$ cat src/rtl/spmm_row_scheduler_if.sv
// Handshake and broadcast bundle between the H-row scheduler and its upstream streams / PE bank.
// Signal names keep the scheduler-side direction suffixes so they match the block's port list.
interface spmm_row_scheduler_if #(
    parameter int DATA_WIDTH     = 8,
    parameter int NUM_FEATURE_IN = 1433,
    parameter int MAX_NODES      = 168,
    parameter int TOTAL_NODES    = 13264,
    parameter int NUM_PE         = 16
);
    localparam int COL_IDX_WIDTH  = $clog2(NUM_FEATURE_IN);
    localparam int ROW_LEN_WIDTH  = $clog2(NUM_FEATURE_IN);
    localparam int NUM_NODE_WIDTH = $clog2(MAX_NODES);
    localparam int ROW_CNT_W      = $clog2(TOTAL_NODES + 1);

    logic                      start_i;
    logic                      done_o;
    logic                      ni_vld_i;
    logic                      ni_rdy_o;
    logic [ROW_LEN_WIDTH-1:0]  row_len_i;
    logic [NUM_NODE_WIDTH-1:0] num_node_i;
    logic                      src_flag_i;
    logic                      h_vld_i;
    logic                      h_rdy_o;
    logic [COL_IDX_WIDTH-1:0]  col_idx_i;
    logic [DATA_WIDTH-1:0]     val_i;
    logic [NUM_PE-1:0]         pe_rdy_i;
    logic [NUM_PE-1:0]         pe_vld_o;
    logic [NUM_PE-1:0]         spmm_vld_o;
    logic [COL_IDX_WIDTH-1:0]  col_idx_o;
    logic [DATA_WIDTH-1:0]     val_o;
    logic [ROW_LEN_WIDTH-1:0]  row_len_o;
    logic [NUM_NODE_WIDTH-1:0] num_node_o;
    logic                      src_flag_o;
    logic                      empty_row_o;
    logic [ROW_CNT_W-1:0]      rows_issued_o;
    logic [NUM_PE-1:0]         pe_busy_o;

    modport master (
        output start_i, ni_vld_i, row_len_i, num_node_i, src_flag_i,
               h_vld_i, col_idx_i, val_i, pe_rdy_i,
        input  done_o, ni_rdy_o, h_rdy_o, pe_vld_o, spmm_vld_o, col_idx_o, val_o,
               row_len_o, num_node_o, src_flag_o, empty_row_o, rows_issued_o, pe_busy_o
    );

    modport slave (
        input  start_i, ni_vld_i, row_len_i, num_node_i, src_flag_i,
               h_vld_i, col_idx_i, val_i, pe_rdy_i,
        output done_o, ni_rdy_o, h_rdy_o, pe_vld_o, spmm_vld_o, col_idx_o, val_o,
               row_len_o, num_node_o, src_flag_o, empty_row_o, rows_issued_o, pe_busy_o
    );
endinterface

$ cat src/rtl/spmm_row_scheduler.sv
// Front-end scheduler for the sparse x dense PE bank: hands each CSR row of H to a free PE
// (round-robin), issues its header, streams its nonzeros, and reports done once all PEs idle.
module spmm_row_scheduler #(
    parameter int DATA_WIDTH     = 8,
    parameter int NUM_FEATURE_IN = 1433,
    parameter int MAX_NODES      = 168,
    parameter int TOTAL_NODES    = 13264,
    parameter int NUM_PE         = 16
) (
    input  logic                clk,
    input  logic                rst_n,
    spmm_row_scheduler_if.slave bus
);
    localparam int COL_IDX_WIDTH  = $clog2(NUM_FEATURE_IN);
    localparam int ROW_LEN_WIDTH  = $clog2(NUM_FEATURE_IN);
    localparam int NUM_NODE_WIDTH = $clog2(MAX_NODES);
    localparam int ROW_CNT_W      = $clog2(TOTAL_NODES + 1);
    localparam int PE_IDX_W       = $clog2(NUM_PE);

    typedef enum logic [2:0] {IDLE, FETCH, SELECT, ISSUE, STREAM, DRAIN, DONE} state_t;
    state_t state, state_n;

    logic [PE_IDX_W-1:0]       ptr, sel, pick, idx;
    logic                      pick_found;
    logic [ROW_LEN_WIDTH-1:0]  beat_cnt, row_len;
    logic [NUM_NODE_WIDTH-1:0] num_node;
    logic                      src_flag, empty_row, done, ni_rdy, h_rdy;
    logic [COL_IDX_WIDTH-1:0]  col_idx;
    logic [DATA_WIDTH-1:0]     val;
    logic [ROW_CNT_W-1:0]      rows_issued;
    logic [NUM_PE-1:0]         busy, pe_vld, spmm_vld, set_mask;
    logic                      ni_hs, h_hs, last_beat, last_row_fetch, last_row_stream;

    function automatic logic [NUM_PE-1:0] pe_onehot(input logic [PE_IDX_W-1:0] k);
        return {{(NUM_PE-1){1'b0}}, 1'b1} << k;
    endfunction

    assign ni_hs           = bus.ni_vld_i && ni_rdy;
    assign h_hs            = bus.h_vld_i && h_rdy;
    assign last_beat       = h_hs && (beat_cnt == row_len - ROW_LEN_WIDTH'(1));
    assign last_row_fetch  = (rows_issued + ROW_CNT_W'(1)) == ROW_CNT_W'(TOTAL_NODES);
    assign last_row_stream = rows_issued == ROW_CNT_W'(TOTAL_NODES);
    assign set_mask        = (state == SELECT && pick_found) ? pe_onehot(pick) : '0;

    // Round-robin: first free PE after the most recently issued one.
    always_comb begin
        pick_found = 1'b0;
        pick       = '0;
        idx        = '0;
        for (int i = 1; i <= NUM_PE; i++) begin
            idx = PE_IDX_W'((int'(ptr) + i) % NUM_PE);
            if (!pick_found && !busy[idx]) begin
                pick_found = 1'b1;
                pick       = idx;
            end
        end
    end

    always_ff @(posedge clk or negedge rst_n) begin
        if (!rst_n) state <= IDLE;
        else        state <= state_n;
    end

    always_comb begin
        state_n = state;
        case (state)
            IDLE, DONE: if (bus.start_i) state_n = FETCH;
            FETCH: begin
                if (ni_hs) begin
                    if (bus.row_len_i == '0) state_n = last_row_fetch ? DRAIN : FETCH;
                    else                     state_n = SELECT;
                end
            end
            SELECT:  if (pick_found) state_n = ISSUE;
            ISSUE:   state_n = STREAM;
            STREAM:  if (last_beat) state_n = last_row_stream ? DRAIN : FETCH;
            DRAIN:   if (busy == '0) state_n = DONE;
            default: state_n = IDLE;
        endcase
    end

    // Ready flags are registered from the next state so they line up with the state they serve.
    always_ff @(posedge clk or negedge rst_n) begin
        if (!rst_n) begin
            ptr         <= PE_IDX_W'(NUM_PE - 1);
            sel         <= '0;
            beat_cnt    <= '0;
            row_len     <= '0;
            num_node    <= '0;
            src_flag    <= 1'b0;
            empty_row   <= 1'b0;
            done        <= 1'b0;
            ni_rdy      <= 1'b0;
            h_rdy       <= 1'b0;
            col_idx     <= '0;
            val         <= '0;
            rows_issued <= '0;
            busy        <= '0;
            pe_vld      <= '0;
            spmm_vld    <= '0;
        end else begin
            pe_vld    <= '0;
            spmm_vld  <= '0;
            empty_row <= 1'b0;
            ni_rdy    <= (state_n == FETCH);
            h_rdy     <= (state_n == STREAM);
            busy      <= (busy & ~bus.pe_rdy_i) | set_mask;
            case (state)
                IDLE, DONE: begin
                    if (bus.start_i) begin
                        rows_issued <= '0;
                        done        <= 1'b0;
                    end
                end
                FETCH: begin
                    if (ni_hs) begin
                        row_len     <= bus.row_len_i;
                        num_node    <= bus.num_node_i;
                        src_flag    <= bus.src_flag_i;
                        rows_issued <= rows_issued + ROW_CNT_W'(1);
                        empty_row   <= (bus.row_len_i == '0);
                    end
                end
                SELECT: begin
                    if (pick_found) begin
                        sel      <= pick;
                        ptr      <= pick;
                        pe_vld   <= pe_onehot(pick);
                        beat_cnt <= '0;
                    end
                end
                STREAM: begin
                    if (h_hs) begin
                        spmm_vld <= pe_onehot(sel);
                        col_idx  <= bus.col_idx_i;
                        val      <= bus.val_i;
                        beat_cnt <= beat_cnt + ROW_LEN_WIDTH'(1);
                    end
                end
                DRAIN: if (busy == '0) done <= 1'b1;
                default: ;
            endcase
        end
    end

    assign bus.done_o        = done;
    assign bus.ni_rdy_o      = ni_rdy;
    assign bus.h_rdy_o       = h_rdy;
    assign bus.pe_vld_o      = pe_vld;
    assign bus.spmm_vld_o    = spmm_vld;
    assign bus.col_idx_o     = col_idx;
    assign bus.val_o         = val;
    assign bus.row_len_o     = row_len;
    assign bus.num_node_o    = num_node;
    assign bus.src_flag_o    = src_flag;
    assign bus.empty_row_o   = empty_row;
    assign bus.rows_issued_o = rows_issued;
    assign bus.pe_busy_o     = busy;
endmodule
$ cat src/flat_wrapper.sv
// flat-port wrapper written by rule: the top's interface ports become plain ports
module spmm_row_scheduler_flat 
#(
    parameter int DATA_WIDTH     = 8,
    parameter int NUM_FEATURE_IN = 1433,
    parameter int MAX_NODES      = 168,
    parameter int TOTAL_NODES    = 13264,
    parameter int NUM_PE         = 16
)
  (clk, rst_n, bus_start_i, bus_ni_vld_i, bus_row_len_i, bus_num_node_i, bus_src_flag_i, bus_h_vld_i, bus_col_idx_i, bus_val_i, bus_pe_rdy_i, bus_done_o, bus_ni_rdy_o, bus_h_rdy_o, bus_pe_vld_o, bus_spmm_vld_o, bus_col_idx_o, bus_val_o, bus_row_len_o, bus_num_node_o, bus_src_flag_o, bus_empty_row_o, bus_rows_issued_o, bus_pe_busy_o);
  spmm_row_scheduler_if #(.DATA_WIDTH(DATA_WIDTH), .NUM_FEATURE_IN(NUM_FEATURE_IN), .MAX_NODES(MAX_NODES), .TOTAL_NODES(TOTAL_NODES), .NUM_PE(NUM_PE)) bus_i ();
  input  logic clk;
  input  logic rst_n;
  input wire logic [$bits(bus_i.start_i)-1:0] bus_start_i;
  input wire logic [$bits(bus_i.ni_vld_i)-1:0] bus_ni_vld_i;
  input wire logic [$bits(bus_i.row_len_i)-1:0] bus_row_len_i;
  input wire logic [$bits(bus_i.num_node_i)-1:0] bus_num_node_i;
  input wire logic [$bits(bus_i.src_flag_i)-1:0] bus_src_flag_i;
  input wire logic [$bits(bus_i.h_vld_i)-1:0] bus_h_vld_i;
  input wire logic [$bits(bus_i.col_idx_i)-1:0] bus_col_idx_i;
  input wire logic [$bits(bus_i.val_i)-1:0] bus_val_i;
  input wire logic [$bits(bus_i.pe_rdy_i)-1:0] bus_pe_rdy_i;
  output wire logic [$bits(bus_i.done_o)-1:0] bus_done_o;
  output wire logic [$bits(bus_i.ni_rdy_o)-1:0] bus_ni_rdy_o;
  output wire logic [$bits(bus_i.h_rdy_o)-1:0] bus_h_rdy_o;
  output wire logic [$bits(bus_i.pe_vld_o)-1:0] bus_pe_vld_o;
  output wire logic [$bits(bus_i.spmm_vld_o)-1:0] bus_spmm_vld_o;
  output wire logic [$bits(bus_i.col_idx_o)-1:0] bus_col_idx_o;
  output wire logic [$bits(bus_i.val_o)-1:0] bus_val_o;
  output wire logic [$bits(bus_i.row_len_o)-1:0] bus_row_len_o;
  output wire logic [$bits(bus_i.num_node_o)-1:0] bus_num_node_o;
  output wire logic [$bits(bus_i.src_flag_o)-1:0] bus_src_flag_o;
  output wire logic [$bits(bus_i.empty_row_o)-1:0] bus_empty_row_o;
  output wire logic [$bits(bus_i.rows_issued_o)-1:0] bus_rows_issued_o;
  output wire logic [$bits(bus_i.pe_busy_o)-1:0] bus_pe_busy_o;
  assign bus_i.start_i = bus_start_i;
  assign bus_i.ni_vld_i = bus_ni_vld_i;
  assign bus_i.row_len_i = bus_row_len_i;
  assign bus_i.num_node_i = bus_num_node_i;
  assign bus_i.src_flag_i = bus_src_flag_i;
  assign bus_i.h_vld_i = bus_h_vld_i;
  assign bus_i.col_idx_i = bus_col_idx_i;
  assign bus_i.val_i = bus_val_i;
  assign bus_i.pe_rdy_i = bus_pe_rdy_i;
  assign bus_done_o = bus_i.done_o;
  assign bus_ni_rdy_o = bus_i.ni_rdy_o;
  assign bus_h_rdy_o = bus_i.h_rdy_o;
  assign bus_pe_vld_o = bus_i.pe_vld_o;
  assign bus_spmm_vld_o = bus_i.spmm_vld_o;
  assign bus_col_idx_o = bus_i.col_idx_o;
  assign bus_val_o = bus_i.val_o;
  assign bus_row_len_o = bus_i.row_len_o;
  assign bus_num_node_o = bus_i.num_node_o;
  assign bus_src_flag_o = bus_i.src_flag_o;
  assign bus_empty_row_o = bus_i.empty_row_o;
  assign bus_rows_issued_o = bus_i.rows_issued_o;
  assign bus_pe_busy_o = bus_i.pe_busy_o;
  spmm_row_scheduler #(.DATA_WIDTH(DATA_WIDTH), .NUM_FEATURE_IN(NUM_FEATURE_IN), .MAX_NODES(MAX_NODES), .TOTAL_NODES(TOTAL_NODES), .NUM_PE(NUM_PE)) u_core (.clk(clk), .rst_n(rst_n), .bus(bus_i));
endmodule
$ cat config.mk
export PLATFORM = sky130hd
export DESIGN_NAME = spmm_row_scheduler_flat
export DESIGN_NICKNAME = d
export VERILOG_FILES = /design/src/rtl/spmm_row_scheduler_if.sv /design/src/rtl/spmm_row_scheduler.sv /design/src/flat_wrapper.sv
export SDC_FILE = /design/constraint.sdc
export NUM_CORES = 1
export LEC_CHECK = 0
export CAP_MARGIN = 10
export CORE_MARGIN = 1.5
export CORE_UTILIZATION = 57
export CTS_BUF_LIST = sky130_fd_sc_hd__clkbuf_4 sky130_fd_sc_hd__clkbuf_8 sky130_fd_sc_hd__clkbuf_16
export DETAILED_ROUTE_END_ITERATION = 6
export MAX_ROUTING_LAYER = met4
export PLACE_DENSITY = 0.95
export RECOVER_POWER = 100
export SLEW_MARGIN = 20
export SYNTH_ARGS = -nofsm -noshare
export SYNTH_HDL_FRONTEND = slang
export SYNTH_SLANG_ARGS = --single-unit
$ cat constraint.sdc
create_clock -name clk -period 11.3 [get_ports clk]
set_clock_uncertainty 0.05 [all_clocks]
set_input_delay 2.26 -clock clk [delete_from_list [all_inputs] [get_ports clk]]
set_output_delay 2.26 -clock clk [all_outputs]
set_load 0.02 [all_outputs]
==> impl_metrics.tcl <==
set metrics [dict create \
    relSlewSlack_pct -180 \
    fin_crit_sh_pct 67.6 \
    synthTopCellsByArea "dfrtp_1, nand2_1, mux4_2, mux2i_1, nor2_1" \
    synthTopCellsByCount "nand2_1, dfrtp_1, nor2_1" \
    postRouteAntennaNets 0 \
    fp.dieH_microns 123 \
    ys_async_sr_fraction_pct 100 \
    gp_congestion 1.00 \
    startpoint_type "primary input" \
    start_util_pct 58.8 \
    netlist_area_sq_um 8220 \
    pwr-share-comb_pct 7.7 \
    drtIter0Drc 971 \
    finalHoldViolCount 0 \
    seq_area_frac_synth_pct 38.7 \
    cp_slowest_cell "clkbuf_1" \
    worstMarginPinSlew_ns 4.20 \
    avgSynthCellArea_sq_um 8.98 \
    finalNetCount 1132 \
    powerDensity_nw_per_um2 110 \
    cts_tree "yes" \
    yosysWarnings 0 \
    synthDistinctLibCells 87 \
    netlist.top_cell.by_area "dfrtp_1" \
    grt_pass1_vias 7891 \
    status "complete, but fails checks" \
    drc_errors 0 \
    worstPathMaxFanout 83 \
    setup_viol 0 \
    cts_resized 0 \
    drt-total-wl_microns 27300 \
    synth_top_area_share_pct 37.4 \
    ys.flop_type "dfrtp_1" \
    postCtsSetupBuffers 0 \
    worstPathCellList "clkbuf_1 > clkbuf_1" \
    irDropWorstVdd_uv 85.7 \
    clk_pin_slew_ns 0.05 \
    diodes 0 \
    hp-class "reg2reg" \
    end_kind "asynchronous set/reset pin" \
    clkPwrFrac_pct 49.8 \
    cts_max_path_buffers 2 \
    die_area_sq_um 15200 \
    die-width_microns 123 \
    wl_per_cell_microns 21.9 \
    slew_viol_final 167 \
    fmax_ghz 0.131 \
    coreArea_sq_um 14000 \
    drt-vias-per-instance 6.59 \
    path_buf_inv 2 \
    drt-pass1-iter-count 6 \
    cts-root-buf "clkbuf_16" \
    slowest_delay_ns 3.05 \
    antenna_found_initial 0 \
    synth_nets 988 \
    arrival_ns 7.12 \
    hold_buffers 0 \
    tns_ns 0 \
    grt_max_degree 84 \
    cap_viol_max_count 3 \
    vias 8240 \
    ys_seq_elements 127 \
    drive_above_1_share_pct 7.29 \
    grt_pass1_wl_microns 43000 \
    rows 43 \
    period_minus_slack_ns 7.63 \
    p_switching_mw 0.256 \
    critPathKind "in2async" \
    critPathTopFamily "buffers and inverters" \
    htree_num_levels 4 \
    num_io_pins 165 \
    switching_share_pct 22.3 \
    violations "max-capacitance violations, max-slew violations" \
    critPathMostFrequentCell "clkbuf_1" \
    timing.critical_path.required_ns 10.79 \
    synth_most_common_cell "nand2_1" \
    io_buffers 164 \
    p_leak_nw 4.59 \
    pwr-share-seq_pct 42.6 \
    clk_latency_ns 0.42 \
    netlist_instances 915 \
    grt_overflow 0 \
    grt_usage_pct 38.3 \
    area_growth_syn_to_layout_pct 27.0 \
    cts.sinks 127 \
    numCtsBuffers 17 \
    rsz0062_at_grt "no" \
    intPower_mw 0.890 \
    synth_edf_count 0 \
    dp.final_hpwl_microns 18600 \
    holdWs_ns 0.415 \
]
[logic make-up (layout without fill, tap and decap cells)]
logic type	count (synthesis)	in the layout	synth area share [%]
AOI/OAI and AO/OA	188	188	16.1
xor gates and xnor gates	36	36	3.84
adders and majority gates	13	13	1.98
buffers and inverters	84	239	4.47
DFF	127	127	38.7
muxes	68	68	12.1
and+or+nand+nor	399	399	22.8
[registers in the layout, summed over array words and instances (netlist names)]
register	count
u_core.bus.pe_vld_o	16
u_core.bus.spmm_vld_o	16
u_core.ptr	4
u_core.beat_cnt	11
u_core.sel	4
u_core.bus.done_o	1
u_core.bus.rows_issued_o	14
u_core.bus.h_rdy_o	1
u_core.bus.row_len_o	11
u_core.state	3
u_core.bus.pe_busy_o	16
u_core.bus.num_node_o	8
u_core.bus.col_idx_o	11
u_core.bus.val_o	8
u_core.bus.src_flag_o	1
u_core.bus.empty_row_o	1
u_core.bus.ni_rdy_o	1
[through the flow]
| stage | utilization [%] | setup slack, ns | instances | power, mW | instance area (sq um) |
|---|---|---|---|---|---|
| after global routing | 74.6 | 2.49 | 1250 | 1.18 | 10400 |
| after CTS | 75.2 | 5.01 | 1250 | 1.15 | 10500 |
| after global placement | 70.8 | 5.29 | 1220 | 0.579 | 9900 |
| after detailed placement | 70.8 | 5.07 | 1220 | 0.582 | 9900 |
| after floorplan | - | 6.19 | 915 | 0.529 | 8220 |
| final | 74.6 | 3.67 | 1250 | 1.15 | 10400 |
[final timing paths]
check | start | end | slack, ns | cells past startpoint
setup / recovery | rst_n | u_core.bus.pe_vld_o[11] | 3.67 | 2
hold / removal | u_core.bus.col_idx_o[7] | u_core.bus.col_idx_o[7] | 0.42 | 2
setup reg to reg | u_core.ptr[1] | u_core.bus.pe_busy_o[11] | 3.85 | 12
hold reg to reg | u_core.bus.col_idx_o[7] | u_core.bus.col_idx_o[7] | 0.42 | 2
max in group clk | u_core.ptr[1] | u_core.bus.pe_busy_o[11] | 3.85 | 12
min in group asynchronous | rst_n | u_core.bus.val_o[4] | 2.55 | 1
[power groups by stage]
stage	combinational [mW]	sequential [mW]	clock, mW
2_1_floorplan	0.0312	0.498	0
3_3_place_gp	0.0864	0.493	0
3_5_place_dp	0.0886	0.494	0
4_1_cts	0.0912	0.487	0.571
5_1_grt	0.0950	0.490	0.593
6_report	0.0879	0.487	0.570
[layer usage]
| layer | vias to the layer above | track usage, % | part of all wire [%] |
|---|---|---|---|
| met1 | 3938 | 48.1 | 38 |
| met5 | - | - | 0 |
| met4 | 0 | 16.5 | 4.4 |
| met3 | 113 | 7.98 | 8.8 |
| li1 | 3606 | - | - |
| met2 | 583 | 60.4 | 49 |
[cell type report]
class | instances | area (sq um)
clock inverters | 6 | 105
repair buffers | 169 | 1660
inverters | 40 | 150
well taps | 180 | 225
multi-input cells | 704 | 4600
fillers | 932 | 3550
flip-flops and latches | 127 | 3180
clock buffers | 24 | 509
[placed cells by master, fill, tap and decap left out, types with 4 or more instances in the layout]
cell / instances
nand2_1: 165
dfrtp_1: 123
dlygate4sd3_1: 109
nor2_1: 81
clkdlybuf4s50_1: 54
o21ai_0: 51
mux2i_1: 37
inv_1: 36
nand3_1: 31
nor3_1: 27
mux4_2: 24
a21oi_1: 23
xor2_1: 20
clkbuf_16: 17
xnor2_1: 16
o22ai_1: 16
nand4_1: 14
ha_1: 13
and3_1: 11
nor4_1: 10
o32ai_1: 10
a211oi_1: 10
a31oi_1: 9
nand2b_1: 9
and2_1: 7
or3_1: 7
o31ai_1: 6
nor2b_1: 5
o21ai_1: 5
o211ai_1: 5
clkbuf_8: 5
o21a_1: 4
nor3b_1: 4
or4_1: 4
mux2_2: 4
o22a_1: 4
clkbuf_1: 4
Note: power is estimated with default switching activity, not from simulation.
